[config.mk]
export PLATFORM = sky130hd
export DESIGN_NAME = breathing_pwm
export DESIGN_NICKNAME = d
export VERILOG_FILES = /design/src/rtl/breathing_pwm.sv
export SDC_FILE = /design/constraint.sdc
export NUM_CORES = 1
export LEC_CHECK = 0
export CORE_ASPECT_RATIO = 0.5
export CORE_MARGIN = 3
export CORE_UTILIZATION = 30
export DETAILED_ROUTE_END_ITERATION = 8
export GPL_ROUTABILITY_DRIVEN = 0
export PLACE_DENSITY_LB_ADDON = 0.05
export SETUP_SLACK_MARGIN = 0.3
export SLEW_MARGIN = 20
export SYNTH_ARGS = -nofsm -noshare
export SYNTH_HDL_FRONTEND = slang
export SYNTH_SLANG_ARGS = --single-unit
[constraint.sdc]
create_clock -name clk -period 4.5 [get_ports clk]
set_clock_uncertainty 0.05 [all_clocks]
set_input_delay 0.9 -clock clk [delete_from_list [all_inputs] [get_ports clk]]
set_output_delay 0.9 -clock clk [all_outputs]
set_load 0.01 [all_outputs]
[src/rtl/breathing_pwm.sv]
// breathing_pwm: triangular brightness envelope (rise, hold-high, fall,
// hold-low) driving an LED through a fixed-period PWM.
// Restart and mode come from the slow debounce domain and are re-synchronised.
// Duty only changes at a PWM period boundary, so each period uses one duty value.
// Optional feature: define BREATH_GAMMA_EN to pass duty through a squaring
// gamma curve, duty_eff = (duty*duty) >> PWM_BITS, before the PWM compare.
module breathing_pwm #(
    parameter int PWM_BITS     = 8,
    parameter int SLOW_PERIODS = 40,
    parameter int FAST_PERIODS = 10,
    parameter int HOLD_STEPS   = 32
) (
    input  logic                clk,
    input  logic                rst_n,
    input  logic                s4_in,
    input  logic                mode_in,
    output logic                led,
    output logic [PWM_BITS-1:0] duty,
    output logic [1:0]          phase,
    output logic                step_tick
);

    localparam int MAX_PERIODS = (SLOW_PERIODS > FAST_PERIODS) ? SLOW_PERIODS : FAST_PERIODS;
    localparam int STEP_W      = (MAX_PERIODS > 1) ? $clog2(MAX_PERIODS) : 1;
    localparam int HOLD_W      = (HOLD_STEPS > 1) ? $clog2(HOLD_STEPS) : 1;

    localparam logic [PWM_BITS-1:0] DUTY_MAX  = '1;
    localparam logic [PWM_BITS-1:0] DUTY_TOP1 = DUTY_MAX - 1'b1;
    localparam logic [STEP_W-1:0]   SLOW_LAST = STEP_W'(SLOW_PERIODS - 1);
    localparam logic [STEP_W-1:0]   FAST_LAST = STEP_W'(FAST_PERIODS - 1);
    localparam logic [HOLD_W-1:0]   HOLD_LAST = HOLD_W'(HOLD_STEPS - 1);

    typedef enum logic [1:0] {
        RISE    = 2'd0,
        HOLD_HI = 2'd1,
        FALL    = 2'd2,
        HOLD_LO = 2'd3
    } phase_t;

    // Saturating duty increment: never wraps past full scale.
    function automatic logic [PWM_BITS-1:0] sat_inc(input logic [PWM_BITS-1:0] d);
        return (d == DUTY_MAX) ? d : d + 1'b1;
    endfunction

    // Saturating duty decrement: never wraps below zero.
    function automatic logic [PWM_BITS-1:0] sat_dec(input logic [PWM_BITS-1:0] d);
        return (d == '0) ? d : d - 1'b1;
    endfunction

`ifdef BREATH_GAMMA_EN
    // Square the duty at full double width, keep the upper half.
    function automatic logic [PWM_BITS-1:0] gamma_map(input logic [PWM_BITS-1:0] d);
        logic [2*PWM_BITS-1:0] sq;
        sq = {{PWM_BITS{1'b0}}, d} * {{PWM_BITS{1'b0}}, d};
        return sq[2*PWM_BITS-1:PWM_BITS];
    endfunction
`endif

    logic                s4_sync_p0, s4_sync_p1, s4_prev;
    logic                mode_sync_p0, mode_sync_p1;
    logic                restart;

    logic [PWM_BITS-1:0] pwm_cnt, pwm_cnt_nxt;
    logic [STEP_W-1:0]   step_cnt, step_last;
    logic                period_end, step_due;

    phase_t              state, state_nxt;
    logic [PWM_BITS-1:0] duty_q, duty_nxt, duty_eff;
    logic [HOLD_W-1:0]   hold_cnt, hold_nxt;

    // Two-flop synchronisers for the slow-domain inputs plus the restart edge register.
    always_ff @(posedge clk or negedge rst_n) begin
        if (!rst_n) begin
            s4_sync_p0   <= 1'b0;
            s4_sync_p1   <= 1'b0;
            s4_prev      <= 1'b0;
            mode_sync_p0 <= 1'b0;
            mode_sync_p1 <= 1'b0;
        end else begin
            s4_sync_p0   <= s4_in;
            s4_sync_p1   <= s4_sync_p0;
            s4_prev      <= s4_sync_p1;
            mode_sync_p0 <= mode_in;
            mode_sync_p1 <= mode_sync_p0;
        end
    end

    // One-clock restart on the rising edge of the synchronised S4 level.
    assign restart = s4_sync_p1 & ~s4_prev;

    // PWM counter advance and step-rate decision for this clock.
    always_comb begin
        period_end  = &pwm_cnt;
        step_last   = mode_sync_p1 ? FAST_LAST : SLOW_LAST;
        step_due    = period_end && (step_cnt >= step_last);
        pwm_cnt_nxt = restart ? '0 : pwm_cnt + 1'b1;
    end

    // Envelope next-state: restart wins, otherwise advance only on a step.
    always_comb begin
        state_nxt = state;
        duty_nxt  = duty_q;
        hold_nxt  = hold_cnt;
        if (restart) begin
            state_nxt = RISE;
            duty_nxt  = '0;
            hold_nxt  = '0;
        end else if (step_due) begin
            case (state)
                RISE: begin
                    duty_nxt = sat_inc(duty_q);
                    if (duty_q >= DUTY_TOP1) begin
                        state_nxt = HOLD_HI;
                        hold_nxt  = '0;
                    end
                end
                HOLD_HI: begin
                    if (hold_cnt >= HOLD_LAST) state_nxt = FALL;
                    else                       hold_nxt  = hold_cnt + 1'b1;
                end
                FALL: begin
                    duty_nxt = sat_dec(duty_q);
                    if (duty_q <= PWM_BITS'(1)) begin
                        state_nxt = HOLD_LO;
                        hold_nxt  = '0;
                    end
                end
                HOLD_LO: begin
                    if (hold_cnt >= HOLD_LAST) state_nxt = RISE;
                    else                       hold_nxt  = hold_cnt + 1'b1;
                end
                default: state_nxt = RISE;
            endcase
        end
    end

    // The compare uses the duty that will be live for the next PWM cycle.
`ifdef BREATH_GAMMA_EN
    assign duty_eff = gamma_map(duty_nxt);
`else
    assign duty_eff = duty_nxt;
`endif

    // PWM counter, step divider, step strobe and registered LED drive.
    always_ff @(posedge clk or negedge rst_n) begin
        if (!rst_n) begin
            pwm_cnt   <= '0;
            step_cnt  <= '0;
            step_tick <= 1'b0;
            led       <= 1'b0;
        end else begin
            pwm_cnt   <= pwm_cnt_nxt;
            step_tick <= step_due & ~restart;
            led       <= ~restart & (pwm_cnt_nxt < duty_eff);
            if (restart)          step_cnt <= '0;
            else if (step_due)    step_cnt <= '0;
            else if (period_end)  step_cnt <= step_cnt + 1'b1;
        end
    end

    // Envelope state register.
    always_ff @(posedge clk or negedge rst_n) begin
        if (!rst_n) begin
            state    <= RISE;
            duty_q   <= '0;
            hold_cnt <= '0;
        end else begin
            state    <= state_nxt;
            duty_q   <= duty_nxt;
            hold_cnt <= hold_nxt;
        end
    end

    assign duty  = duty_q;
    assign phase = state;

endmodule

==> flow_metrics.env <==
export IMPL_placedInstanceArea_um2=2740
export IMPL_num_nets_final=310
export IMPL_cts_repair_resized=0
export IMPL_yosys_warnings=0
export IMPL_drtPass1Iterations=4
export IMPL_die_y_um=70.2
export IMPL_design_power_total_uw=895
export IMPL_ys_ff_latch=36
export IMPL_cts_root_buffer="clkbuf_16"
export IMPL_cts_sinks=36
export IMPL_final_common_cell="dfrtp_1"
export IMPL_drive_gt1_share_pct=9.15
export IMPL_syn_cell_area_um2=2470
export IMPL_synthArstFlopShare_pct=100
export IMPL_final_core_util_pct=38.3
export IMPL_cp_end_kind="flip-flop"
export IMPL_antenna_found_initial=0
export IMPL_maxCapViolations=0
export IMPL_path_max_fanout=7
export IMPL_ios=16
export IMPL_hold_class="reg2reg"
export IMPL_route_vias_total=2198
export IMPL_cp_start_kind="flip-flop"
export IMPL_max_freq_ghz=0.262
export IMPL_finalWorstSetupSlack_ns=0.680
export IMPL_ys_seq_area_share_pct=36.5
export IMPL_post_drt_wl_per_cell_um=16.9
export IMPL_ir_drop_mv=0.122
export IMPL_dieWidth_um=134
export IMPL_syn_num_nets=295
export IMPL_htree_levels=2
export IMPL_grt_pass1_wl_um=11100
export IMPL_syn_inst=268
export IMPL_dpl_worst_slack_ns=0.441
export IMPL_cts_setup_buffers=0
export IMPL_design_area_um2=2930
export IMPL_grt_max_degree=37
export IMPL_crit_type="reg2reg"
export IMPL_fin_crit_sh_pct=84.9
export IMPL_dp_final_hpwl_um=4800
export IMPL_post_route_min_period_ns=3.82
export IMPL_setup_viol=0
export IMPL_final_cells=392
export IMPL_antenna_cells=0
export IMPL_powerDensity_nw_per_um2=305
export IMPL_tightestPinTransition_ns=0.918
export IMPL_status="completed"
export IMPL_die_area_um2=9430
export IMPL_vias_per_cell=5.61
export IMPL_drc=0
export IMPL_yosysUniqueCellTypes=58
export IMPL_report_final_hold_viol_count=0
export IMPL_final_cell_mix="dfrtp_1, nor2_1, ha_1"
export IMPL_cts_hold_buf=0
export IMPL_cts_tree="done"
export IMPL_grt_pass1_vias=2097
export IMPL_rsz0062_at_grt="no"
export IMPL_syn_area_per_cell_um2=9.22
export IMPL_drtIter0Drc=137
export IMPL_cts_made_buffers=5
export IMPL_cp_required_ns=4.65
export IMPL_area_delta_synth_final_pct=18.7
export IMPL_clk_pin_slew_ns=0.06
export IMPL_setup_tns_final_ns=0
export IMPL_power_leakage_nw=1.24
export IMPL_report_final_slew_viol_count=0
export IMPL_arrival_ns=3.97
export IMPL_clk_latency_ns=0.28
export IMPL_start_util_pct=32.3
export IMPL_synth_edf_count=0
export IMPL_dp_cells=384
export IMPL_wirelength_um=6610
export IMPL_postRouteAntennaNets=0
export IMPL_hold_slack_ns=0.304
export IMPL_synth_flop_cell="dfrtp_1"
export IMPL_grt_ovfl_total=0
export IMPL_fp_row_count=22
export IMPL_max_clock_path_buffers=2
export IMPL_slew_headroom_pct=38.0
export IMPL_grt_use_total_pct=14.8
export IMPL_core_area_um2=7650
export IMPL_port_buffers=15
## where the power goes
part | switching, mW | internal, mW | leakage [nW]
Sequential | 0.0151 | 0.343 | 0.485
Clock | 0.138 | 0.292 | 0.0901
Combinational | 0.0553 | 0.0521 | 0.664
Total | 0.208 | 0.686 | 1.24
## worst paths after layout
check | cells past startpoint | startpoint | slack [ns] | end
max | 14 | mode_sync_p1$_DFF_PN0_ | 0.68 | led$_DFF_PN0_
min | 0 | s4_sync_p0$_DFF_PN0_ | 0.30 | s4_sync_p1$_DFF_PN0_
max reg2reg | 14 | mode_sync_p1$_DFF_PN0_ | 0.68 | led$_DFF_PN0_
min reg2reg | 0 | s4_sync_p0$_DFF_PN0_ | 0.30 | s4_sync_p1$_DFF_PN0_
max in group asynchronous | 1 | rst_n | 3.17 | duty[7]$_DFF_PN0_
min in group asynchronous | 1 | rst_n | 0.68 | mode_sync_p1$_DFF_PN0_
## state kept, by name (all words and copies together) (netlist names), 2 cells and up
register  count
duty          8
pwm_cnt       8
phase         2
step_cnt      6
hold_cnt      5
## cells in the mapped netlist (3+ instances only)
master     n  area share (%)
a211o_1    3             1.1
a21boi_0   4             1.2
a21o_1     3            0.91
a21oi_1   12             2.4
a22oi_1    3            0.91
a31oi_1    4             1.0
and3_1     7             1.8
and4_1     3             1.1
clkbuf_1  10             1.5
dfrtp_1   36              36
ha_1      23              12
inv_1      7             1.1
nand2_1   21             3.2
nand2b_1   3            0.76
nand3_1    9             1.8
nand4_1    6             1.5
nand4b_1   5             1.8
nor2_1    23             3.5
nor3_1     4            0.81
o211ai_1   4             1.2
o21a_1     6             1.8
o21ai_0   20             4.1
o31ai_1    6             1.8
xnor2_1    3             1.1
xor2_1     4             1.4
## cells by family after synthesis
| group | share of synthesized area (%) |
|---|---|
| AOI/OAI and AO/OA | 24.3 |
| buffers and inverters | 3.39 |
| adders and majority gates | 11.6 |
| DFF | 36.5 |
| and+or+nand+nor | 20.9 |
| muxes | 0.911 |
| xor gates and xnor gates | 2.48 |
## layer usage
| layer | track usage, % | up-vias | share of wire (%) |
|---|---|---|---|
| met2 | 20.9 | 63 | 43 |
| met4 | 3.72 | 0 | 0.74 |
| met1 | 22.0 | 1083 | 50 |
| met3 | 3.88 | 5 | 6.1 |
| li1 | - | 1047 | - |
| met5 | 0 | - | 0 |
## worst max-delay path, stage by stage (launching register included)
cell	delay [ns]
dfrtp_1	0.41
inv_1	0.06
ha_1	0.30
a211o_1	0.32
a221oi_2	0.38
buf_4	0.22
or3_1	0.30
nor2_1	0.11
o21ai_0	0.16
ha_1	0.27
a211o_1	0.31
a2111oi_2	0.40
nand4b_1	0.17
a2bb2oi_1	0.17
o211ai_1	0.11
## cell type report
class                      instances  area [um^2]
timing repair buffer              21          190
sequential                        36          901
multi-input combinational        212         1500
clock inverter                     1         30.0
fill                             768         4720
tap                              108          135
inverter                           7         26.3
clock buffer                       7          153
No activity file was read; power rests on OpenSTA's default activity.
